**src/rtl/ex_stage_if.sv**
```systemverilog
// Handshake bundle for the execute stage: operation-in channel and result-out channel.
// The stage sits on the slave modport; the producer/consumer side uses master.
interface ex_stage_if #(
  parameter int unsigned WIDTH = 32
);
  logic             in_valid;
  logic             in_ready;
  logic [WIDTH-1:0] in_a;
  logic [WIDTH-1:0] in_b;
  logic [2:0]       in_alucontrol;
  logic [4:0]       in_rd;
  logic             in_regwrite;

  logic             out_valid;
  logic             out_ready;
  logic [WIDTH-1:0] out_result;
  logic             out_zero;
  logic [4:0]       out_rd;
  logic             out_regwrite;
  logic             out_illegal;

  modport master (
    output in_valid, in_a, in_b, in_alucontrol, in_rd, in_regwrite, out_ready,
    input  in_ready, out_valid, out_result, out_zero, out_rd, out_regwrite, out_illegal
  );

  modport slave (
    input  in_valid, in_a, in_b, in_alucontrol, in_rd, in_regwrite, out_ready,
    output in_ready, out_valid, out_result, out_zero, out_rd, out_regwrite, out_illegal
  );
endinterface

```
**src/rtl/ex_stage.sv**
```systemverilog
// Execute stage: combinational ALU feeding a two-entry (main + skid) output buffer.
// Ready/valid are decoded from the state register only, so no in-to-out ready path exists.
module ex_stage #(
  parameter int unsigned WIDTH = 32
) (
  input logic        clk,
  input logic        resetn,
  ex_stage_if.slave  bus
);

  typedef struct packed {
    logic [WIDTH-1:0] result;
    logic             zero;
    logic [4:0]       rd;
    logic             regwrite;
    logic             illegal;
  } entry_t;

  typedef enum logic [1:0] {StEmpty, StOne, StTwo} state_e;

  state_e state_q;
  entry_t main_q;
  entry_t skid_q;
  entry_t new_entry;
  logic   accept;
  logic   transfer;

  always_comb begin
    new_entry          = '0;
    new_entry.rd       = bus.in_rd;
    new_entry.regwrite = bus.in_regwrite;
    unique case (bus.in_alucontrol)
      3'b000: new_entry.result = bus.in_a + bus.in_b;
      3'b001: new_entry.result = bus.in_a - bus.in_b;
      3'b010: new_entry.result = bus.in_a & bus.in_b;
      3'b011: new_entry.result = bus.in_a | bus.in_b;
      3'b100: new_entry.result = bus.in_a ^ bus.in_b;
      3'b101: new_entry.result[0] = $signed(bus.in_a) < $signed(bus.in_b);
      default: new_entry.illegal = 1'b1;
    endcase
    new_entry.zero = (new_entry.result == '0);
  end

  assign bus.in_ready  = (state_q != StTwo);
  assign bus.out_valid = (state_q != StEmpty);
  assign accept        = bus.in_valid & bus.in_ready;
  assign transfer      = bus.out_valid & bus.out_ready;

  always_ff @(posedge clk or negedge resetn) begin
    if (!resetn) begin
      state_q <= StEmpty;
      main_q  <= '0;
      skid_q  <= '0;
    end else begin
      unique case (state_q)
        StEmpty: begin
          if (accept) begin
            main_q  <= new_entry;
            state_q <= StOne;
          end
        end
        StOne: begin
          if (accept && transfer) begin
            main_q <= new_entry;
          end else if (accept) begin
            skid_q  <= new_entry;
            state_q <= StTwo;
          end else if (transfer) begin
            state_q <= StEmpty;
          end
        end
        StTwo: begin
          // in_ready is low here, so in_valid is deliberately not looked at
          if (transfer) begin
            main_q  <= skid_q;
            state_q <= StOne;
          end
        end
        default: state_q <= StEmpty;
      endcase
    end
  end

  assign bus.out_result   = main_q.result;
  assign bus.out_zero     = main_q.zero;
  assign bus.out_rd       = main_q.rd;
  assign bus.out_regwrite = main_q.regwrite;
  assign bus.out_illegal  = main_q.illegal;

endmodule

```
**src/flat_wrapper.sv**
```systemverilog
// flat-port wrapper written by rule: the top's interface ports become plain ports
module ex_stage_flat 
#(
  parameter int unsigned WIDTH = 32
)
  (clk, resetn, bus_in_valid, bus_in_a, bus_in_b, bus_in_alucontrol, bus_in_rd, bus_in_regwrite, bus_out_ready, bus_in_ready, bus_out_valid, bus_out_result, bus_out_zero, bus_out_rd, bus_out_regwrite, bus_out_illegal);
  ex_stage_if #(.WIDTH(WIDTH)) bus_i ();
  input logic clk;
  input logic resetn;
  input wire logic [$bits(bus_i.in_valid)-1:0] bus_in_valid;
  input wire logic [$bits(bus_i.in_a)-1:0] bus_in_a;
  input wire logic [$bits(bus_i.in_b)-1:0] bus_in_b;
  input wire logic [$bits(bus_i.in_alucontrol)-1:0] bus_in_alucontrol;
  input wire logic [$bits(bus_i.in_rd)-1:0] bus_in_rd;
  input wire logic [$bits(bus_i.in_regwrite)-1:0] bus_in_regwrite;
  input wire logic [$bits(bus_i.out_ready)-1:0] bus_out_ready;
  output wire logic [$bits(bus_i.in_ready)-1:0] bus_in_ready;
  output wire logic [$bits(bus_i.out_valid)-1:0] bus_out_valid;
  output wire logic [$bits(bus_i.out_result)-1:0] bus_out_result;
  output wire logic [$bits(bus_i.out_zero)-1:0] bus_out_zero;
  output wire logic [$bits(bus_i.out_rd)-1:0] bus_out_rd;
  output wire logic [$bits(bus_i.out_regwrite)-1:0] bus_out_regwrite;
  output wire logic [$bits(bus_i.out_illegal)-1:0] bus_out_illegal;
  assign bus_i.in_valid = bus_in_valid;
  assign bus_i.in_a = bus_in_a;
  assign bus_i.in_b = bus_in_b;
  assign bus_i.in_alucontrol = bus_in_alucontrol;
  assign bus_i.in_rd = bus_in_rd;
  assign bus_i.in_regwrite = bus_in_regwrite;
  assign bus_i.out_ready = bus_out_ready;
  assign bus_in_ready = bus_i.in_ready;
  assign bus_out_valid = bus_i.out_valid;
  assign bus_out_result = bus_i.out_result;
  assign bus_out_zero = bus_i.out_zero;
  assign bus_out_rd = bus_i.out_rd;
  assign bus_out_regwrite = bus_i.out_regwrite;
  assign bus_out_illegal = bus_i.out_illegal;
  ex_stage #(.WIDTH(WIDTH)) u_core (.clk(clk), .resetn(resetn), .bus(bus_i));
endmodule
```
**config.mk**
```make
export PLATFORM = sky130hd
export DESIGN_NAME = ex_stage_flat
export DESIGN_NICKNAME = d
export VERILOG_FILES = /design/src/rtl/ex_stage_if.sv /design/src/rtl/ex_stage.sv /design/src/flat_wrapper.sv
export SDC_FILE = /design/constraint.sdc
export NUM_CORES = 1
export LEC_CHECK = 0
export CAP_MARGIN = 20
export CORE_MARGIN = 3
export CORE_UTILIZATION = 43
export CTS_BUF_LIST = sky130_fd_sc_hd__clkbuf_8 sky130_fd_sc_hd__clkbuf_16
export CTS_CLUSTER_DIAMETER = 200
export DETAILED_ROUTE_END_ITERATION = 10
export GPL_TIMING_DRIVEN = 1
export PLACE_DENSITY_LB_ADDON = 0.15
export SKIP_CTS_REPAIR_TIMING = 1
export SYNTH_ARGS = -nofsm -noshare
export SYNTH_HDL_FRONTEND = slang
export SYNTH_SLANG_ARGS = --single-unit
```
**constraint.sdc**
```tcl
create_clock -name clk -period 2.23 [get_ports clk]
set_input_delay 0.5575 -clock clk [delete_from_list [all_inputs] [get_ports clk]]
set_output_delay 0.5575 -clock clk [all_outputs]
set_load 0.005 [all_outputs]
```
## Yosys cells after proc, flatten, opt, wreduce, memory -nomap -nowiden

Index checks and enable logic that the tools add are counted.

- Register bits: 82
- Logic and storage cells: 56
- Input port bits: 77

- Muxes and demuxes: 13
- Add/sub/neg operators: 2
- Bitwise logic cells: 6
- $lt $le $gt $ge: 1
- Equal/unequal tests: 13
- Reduce and logical (&&, ||, !) cells: 10

Operators with widths:

| kind | number |
|---|---|
| $pmux W31 S5 | 1 |
| $mux W40 | 3 |
| $pmux W40 S3 | 1 |
| $add A32 B32 Y32 | 1 |
| $and A32 B32 Y32 | 1 |
| $logic_not A32 Y1 | 1 |
| $lt A32 B32 Y1 | 1 |
| $or A32 B32 Y32 | 1 |
| $sub A32 B32 Y32 | 1 |
| $xor A32 B32 Y32 | 1 |
| $mux W2 | 5 |
| $reduce_and A4 Y1 | 2 |
| $eq A3 B2 Y1 const B | 2 |
| $eq A3 B3 Y1 const B | 2 |
| $ne A2 B1 Y1 const B | 3 |
| $pmux W1 S6 | 1 |
| $pmux W2 S3 | 1 |
| $reduce_or A6 Y1 | 1 |
| $ne A2 B2 Y1 const B | 2 |
| $eq A3 B1 Y1 const B | 1 |
| $logic_not A3 Y1 | 1 |
| $ne A3 B1 Y1 const B | 1 |
| $reduce_and A3 Y1 | 1 |
| $reduce_bool A3 Y1 | 1 |
| other kinds (8) | 9 |

## Depth between registers and ports, before layout

- Depth in word-level cells: 6
- Gate-level depth with buffers: 15
- Mapped depth without buffers: 15

## Worst setup path before layout

Ideal clock, no wire load.

- Path type: in2reg
- From: in bus_in_b[10]
- To: reg u_core.main_q, in the netlist u_core.bus.out_zero
- Buffers on the path: 1
- Arrival: 3.515 ns
- Setup slack: -1.377 ns
- Library setup time: 0.092 ns
- Cell stages on the path: 13
- Path through: inv_1 -> ha_1 -> buf_6 -> or4_4 -> a211o_1 -> nand4b_2 -> o22ai_1 -> or4b_1 -> nor4_1 -> nand4_1 -> nor4_2 -> nand4_1 -> o31ai_2

- Cells in the longest elaborated chain, start to end: 5
- Elaborated cells on any way between the ends: 12

Ends and longest elaborated chain:

| what | RTL line | text |
|---|---|---|
| start: declaration | flat_wrapper.sv:12 | `input wire logic [$bits(bus_i.in_b)-1:0] bus_in_b;` |
| $sub A32 B32 Y32, or another cell as far along | ex_stage.sv:34 | `3'b001: new_entry.result = bus.in_a - bus.in_b;` |
| $pmux W31 S5 or $pmux W1 S6 (tied branches) | ex_stage.sv:32 | `unique case (bus.in_alucontrol)` |
| $logic_not A32 Y1 * | ex_stage.sv:41 | `new_entry.zero = (new_entry.result == '0);` |
| $mux W40 (on tied branches) | ex_stage.sv:63, ex_stage.sv:57 |  |
| $pmux W40 S3 * | ex_stage.sv:55 | `unique case (state_q)` |
| end signal: assignment | ex_stage.sv:58 | `main_q <= new_entry;` |
| end signal: assignment | ex_stage.sv:64 | `main_q <= new_entry;` |
| end signal: assignment | ex_stage.sv:75 | `main_q <= skid_q;` |
| end: declaration | ex_stage.sv:22 | `entry_t main_q;` |

Mark *: on every way between the ends. The rest lies on a longest branch, timed or not. The select of a mux whose other input is x is not followed.
A chain may end at the register's enable or synchronous reset.

## Final worst setup path

- From: in bus_in_a[11]
- To: reg u_core.main_q, in the netlist u_core.bus.out_zero

- Cells in the longest elaborated chain, start to end: 5
- Elaborated cells on any way between the ends: 12

Ends and longest elaborated chain:

| what | RTL line | text |
|---|---|---|
| start: declaration | flat_wrapper.sv:11 | `input wire logic [$bits(bus_i.in_a)-1:0] bus_in_a;` |
| $sub A32 B32 Y32, or another cell as far along | ex_stage.sv:34 |  |
| $pmux W31 S5 or $pmux W1 S6 (tied branches) | ex_stage.sv:32 |  |
| $logic_not A32 Y1 * | ex_stage.sv:41 |  |
| $mux W40 (on tied branches) | ex_stage.sv:63, ex_stage.sv:57 |  |
| $pmux W40 S3 * | ex_stage.sv:55 |  |

Marks and branches as above.

==> qor.yml <==
area_delta_synth_final_pct: 80.99
path_class: "input port to register"
end_kind: "register"
hold_viol: 0
dieArea_um2: 22880
root_buffer: "clkbuf_16"
cp_max_fo: 3
seqCellArea_um2: 2052
netSwitchingPower_mw: 3.359
rsz0062_at_grt: "yes"
arrival_ns: 3.84
fmaxAchievable_ghz: 0.2777
grt_start_max_net_pins: 66
antenna_found_initial: 0
synth-seq-cells: 82
cp-start-kind: "input port"
cp.required_ns: 2.47
drv_cap: 0
synth_nets: 1444
seq_power_share: 0.264
switching_share: 0.3829
layout_common_cells: "buf_4, nand2_1, nor2_1"
total_power_mw: 8.774
n_antenna_cell: 0
clkTransAtPathRegs_ns: 0.06
grt_pass1_wl_um: 57550
drt_iter0_markers: 1233
syn_inst: 1269
cts_sinks: 82
slew-limit-headroom: 0.6216
utilization: 0.8014
violations: "negative setup slack"
cp_slowest_cell: "or4_4"
clockBufferDepth: 2
die_h_um: 151.3
cts-htree-levels: 3
finalClockSkew_ns: 0.003858
netlist_area_um2: 9075
setup_ws_ns: -1.371
whs_ns: 0.1775
irDropWorstVdd_mv: 0.4553
coreArea_um2: 20490
insertion_delay_ns: 0.33
fillers: 1398
synth_cell_types: 84
grt_pass1_vias: 10970
yosysSeqAreaShare: 0.2261
period_share: 1.615
setup_violations: 59
routedWlPerCell_um: 19.85
drive_above_1_share: 0.4743
via_per_inst: 5.867
gr-total-overflow: 0
synth_area_per_cell_um2: 7.151
maxSlewViolCount: 0
drc: 0
outcome: "finished, violations left"
powerDensity_nw_per_um2: 534.2
vias: 12190
synth_edf_count: 0
async_flop_share: 1.000
hold_class: "input port to asynchronous set/reset pin"
crit_path_cell_trace: "buf_6 -> inv_4 -> ha_4 -> buf_6 -> or4_4 -> a211o_4 -> nand4b_4 -> o22ai_2 -> or4b_4 -> nor4_4 -> nand4_1 -> nor4_2 -> nand4_1 -> o31ai_2"
num_io_pins: 119
grtUsageTotal: 0.3190
max_stage_delay_ns: 0.56
cts_tree: "built"
gp_congestion: 1.040
clkPwrFrac: 0.162
p_int_mw: 5.414
detailed_place_hpwl_um: 30930
worstMarginPinSlew_ns: 0.5642
start_util: 0.4428
fin_crit_ns: 3.601
ys_warn_count: 0
layout_commonest_cell: "buf_4"
drt_first_pass_iters: 8
p_leak_nw: 7.744
final_nets: 1978
pwr-share-comb: 0.575
synth_ff_type: "dfrtp_1"
yosysTopAreaCell: "dfrtp_1"
die_width_um: 151.3
drt-total-wl_um: 41230
yosys.area.top_type_share: 0.2261
cts_made_buffers: 9
port_buffers: 118
detail-route-antenna-nets: 0
multi_input_area_um2: 8188
synthTopCellsByArea: "dfrtp_1, ha_1, nand2_1"
num_rows: 52
==> stage by stage <==
step	worst slack (ns)	setup TNS [ns]	instance area, µm²	cells
floorplan	-1.153	-23.65	9475	1269
global placement	-2.067	-85.34	13940	2015
detailed placement	-2.182	-88.95	13940	2015
CTS	-1.857	-67.04	14220	2030
global route	-1.467	-40.91	16420	2077
finish	-1.371	-36.29	16420	2077
==> cell type report <==
cell class,count,area share
Clock buffer,9,0.01371
Clock inverter,6,0.003657
Inverter,91,0.02400
Multi-Input combinational cell,1018,0.4985
Sequential cell,82,0.1249
Tap cell,270,0.02057
Timing Repair Buffer,601,0.3146
==> sequential cells by signal, summed over array words and instances, names as in the netlist <==
signal,flops
u_core.bus.out_result,32
u_core.bus.out_regwrite,1
u_core.state_q,2
u_core.bus.out_zero,1
u_core.bus.out_rd,5
u_core.skid_q,40
u_core.bus.out_illegal,1
==> critical path: cells and delay by family <==
| kind | cells | cell delay, ns |
|---|---|---|
| buffers and inverters | 3 | 0.27 |
| adders and majority gates | 1 | 0.20 |
| and+or+nand+nor | 7 | 2.16 |
| AOI/OAI and AO/OA | 3 | 0.66 |
==> layer usage <==
metal / wire length [µm] / share of wire / track usage / vias to the layer above
li1: - / - / - / 5610
met1: 16530 / 0.40 / 0.4329 / 5804
met4: 1602 / 0.039 / 0.09791 / 0
met2: 19620 / 0.48 / 0.5277 / 645
met5: 0 / 0 / 0 / -
met3: 3475 / 0.084 / 0.04189 / 127
==> final timing paths <==
kind                                                from                                     to  slack (ns)  depth (start not counted)
max                                         bus_in_a[11]        u_core.bus.out_zero$_DFFE_PN0P_       -1.37                         14
min                                               resetn  u_core.bus.out_result[31]$_DFFE_PN0P_        0.18                          1
max reg2reg                u_core.state_q[1]$_DFFE_PN0P_  u_core.bus.out_result[26]$_DFFE_PN0P_        0.31                          7
min reg2reg                u_core.skid_q[33]$_DFFE_PN0P_          u_core.skid_q[33]$_DFFE_PN0P_        0.47                          2
max in group asynchronous                         resetn  u_core.bus.out_result[26]$_DFFE_PN0P_        1.41                          2
min in group clk           u_core.skid_q[33]$_DFFE_PN0P_          u_core.skid_q[33]$_DFFE_PN0P_        0.47                          2
==> power groups by stage <==
stage	logic (mW)	registers, mW	clock network (mW)
5_1_grt	5.40	2.37	1.50
3_3_place_gp	4.04	2.28	0
3_5_place_dp	4.11	2.31	0
2_1_floorplan	1.88	2.27	0
4_1_cts	4.14	2.29	1.43
6_report	5.04	2.31	1.42
==> cells in the mapped netlist, types with 7 or more instances <==
master      n
nor2_1    128
a211oi_1   21
inv_1      84
o31ai_1    13
and2_1      8
xnor2_1     8
or3_1       7
a21oi_1   107
ha_1       96
or4_1       7
nand2_1   185
clkbuf_1   65
nor2b_1    23
inv_2       7
a21o_1     19
o21ai_0    72
a31oi_1    21
mux2i_1    11
nand3_1    26
buf_1       7
o211ai_1   35
nand2b_1    7
o22ai_1    16
and3_1      9
nand4_1    15
dfrtp_1    82
nor3_1     27
o21ai_1    33
nor4_1      8
==> logic make-up (layout without fill, tap and decap cells) <==
family	after synthesis	count (layout)	synth area share
AND/OR/NAND/NOR	476	476	0.2411
AO/OA/AOI/OAI	420	420	0.2996
buffers and inverters	169	707	0.07142
adder cells (fa/ha/maj)	98	98	0.1368
flip-flops	82	82	0.2261
XOR/XNOR	12	12	0.01158
multiplexers	12	12	0.01337
Power figures use the tool's default switching activity.
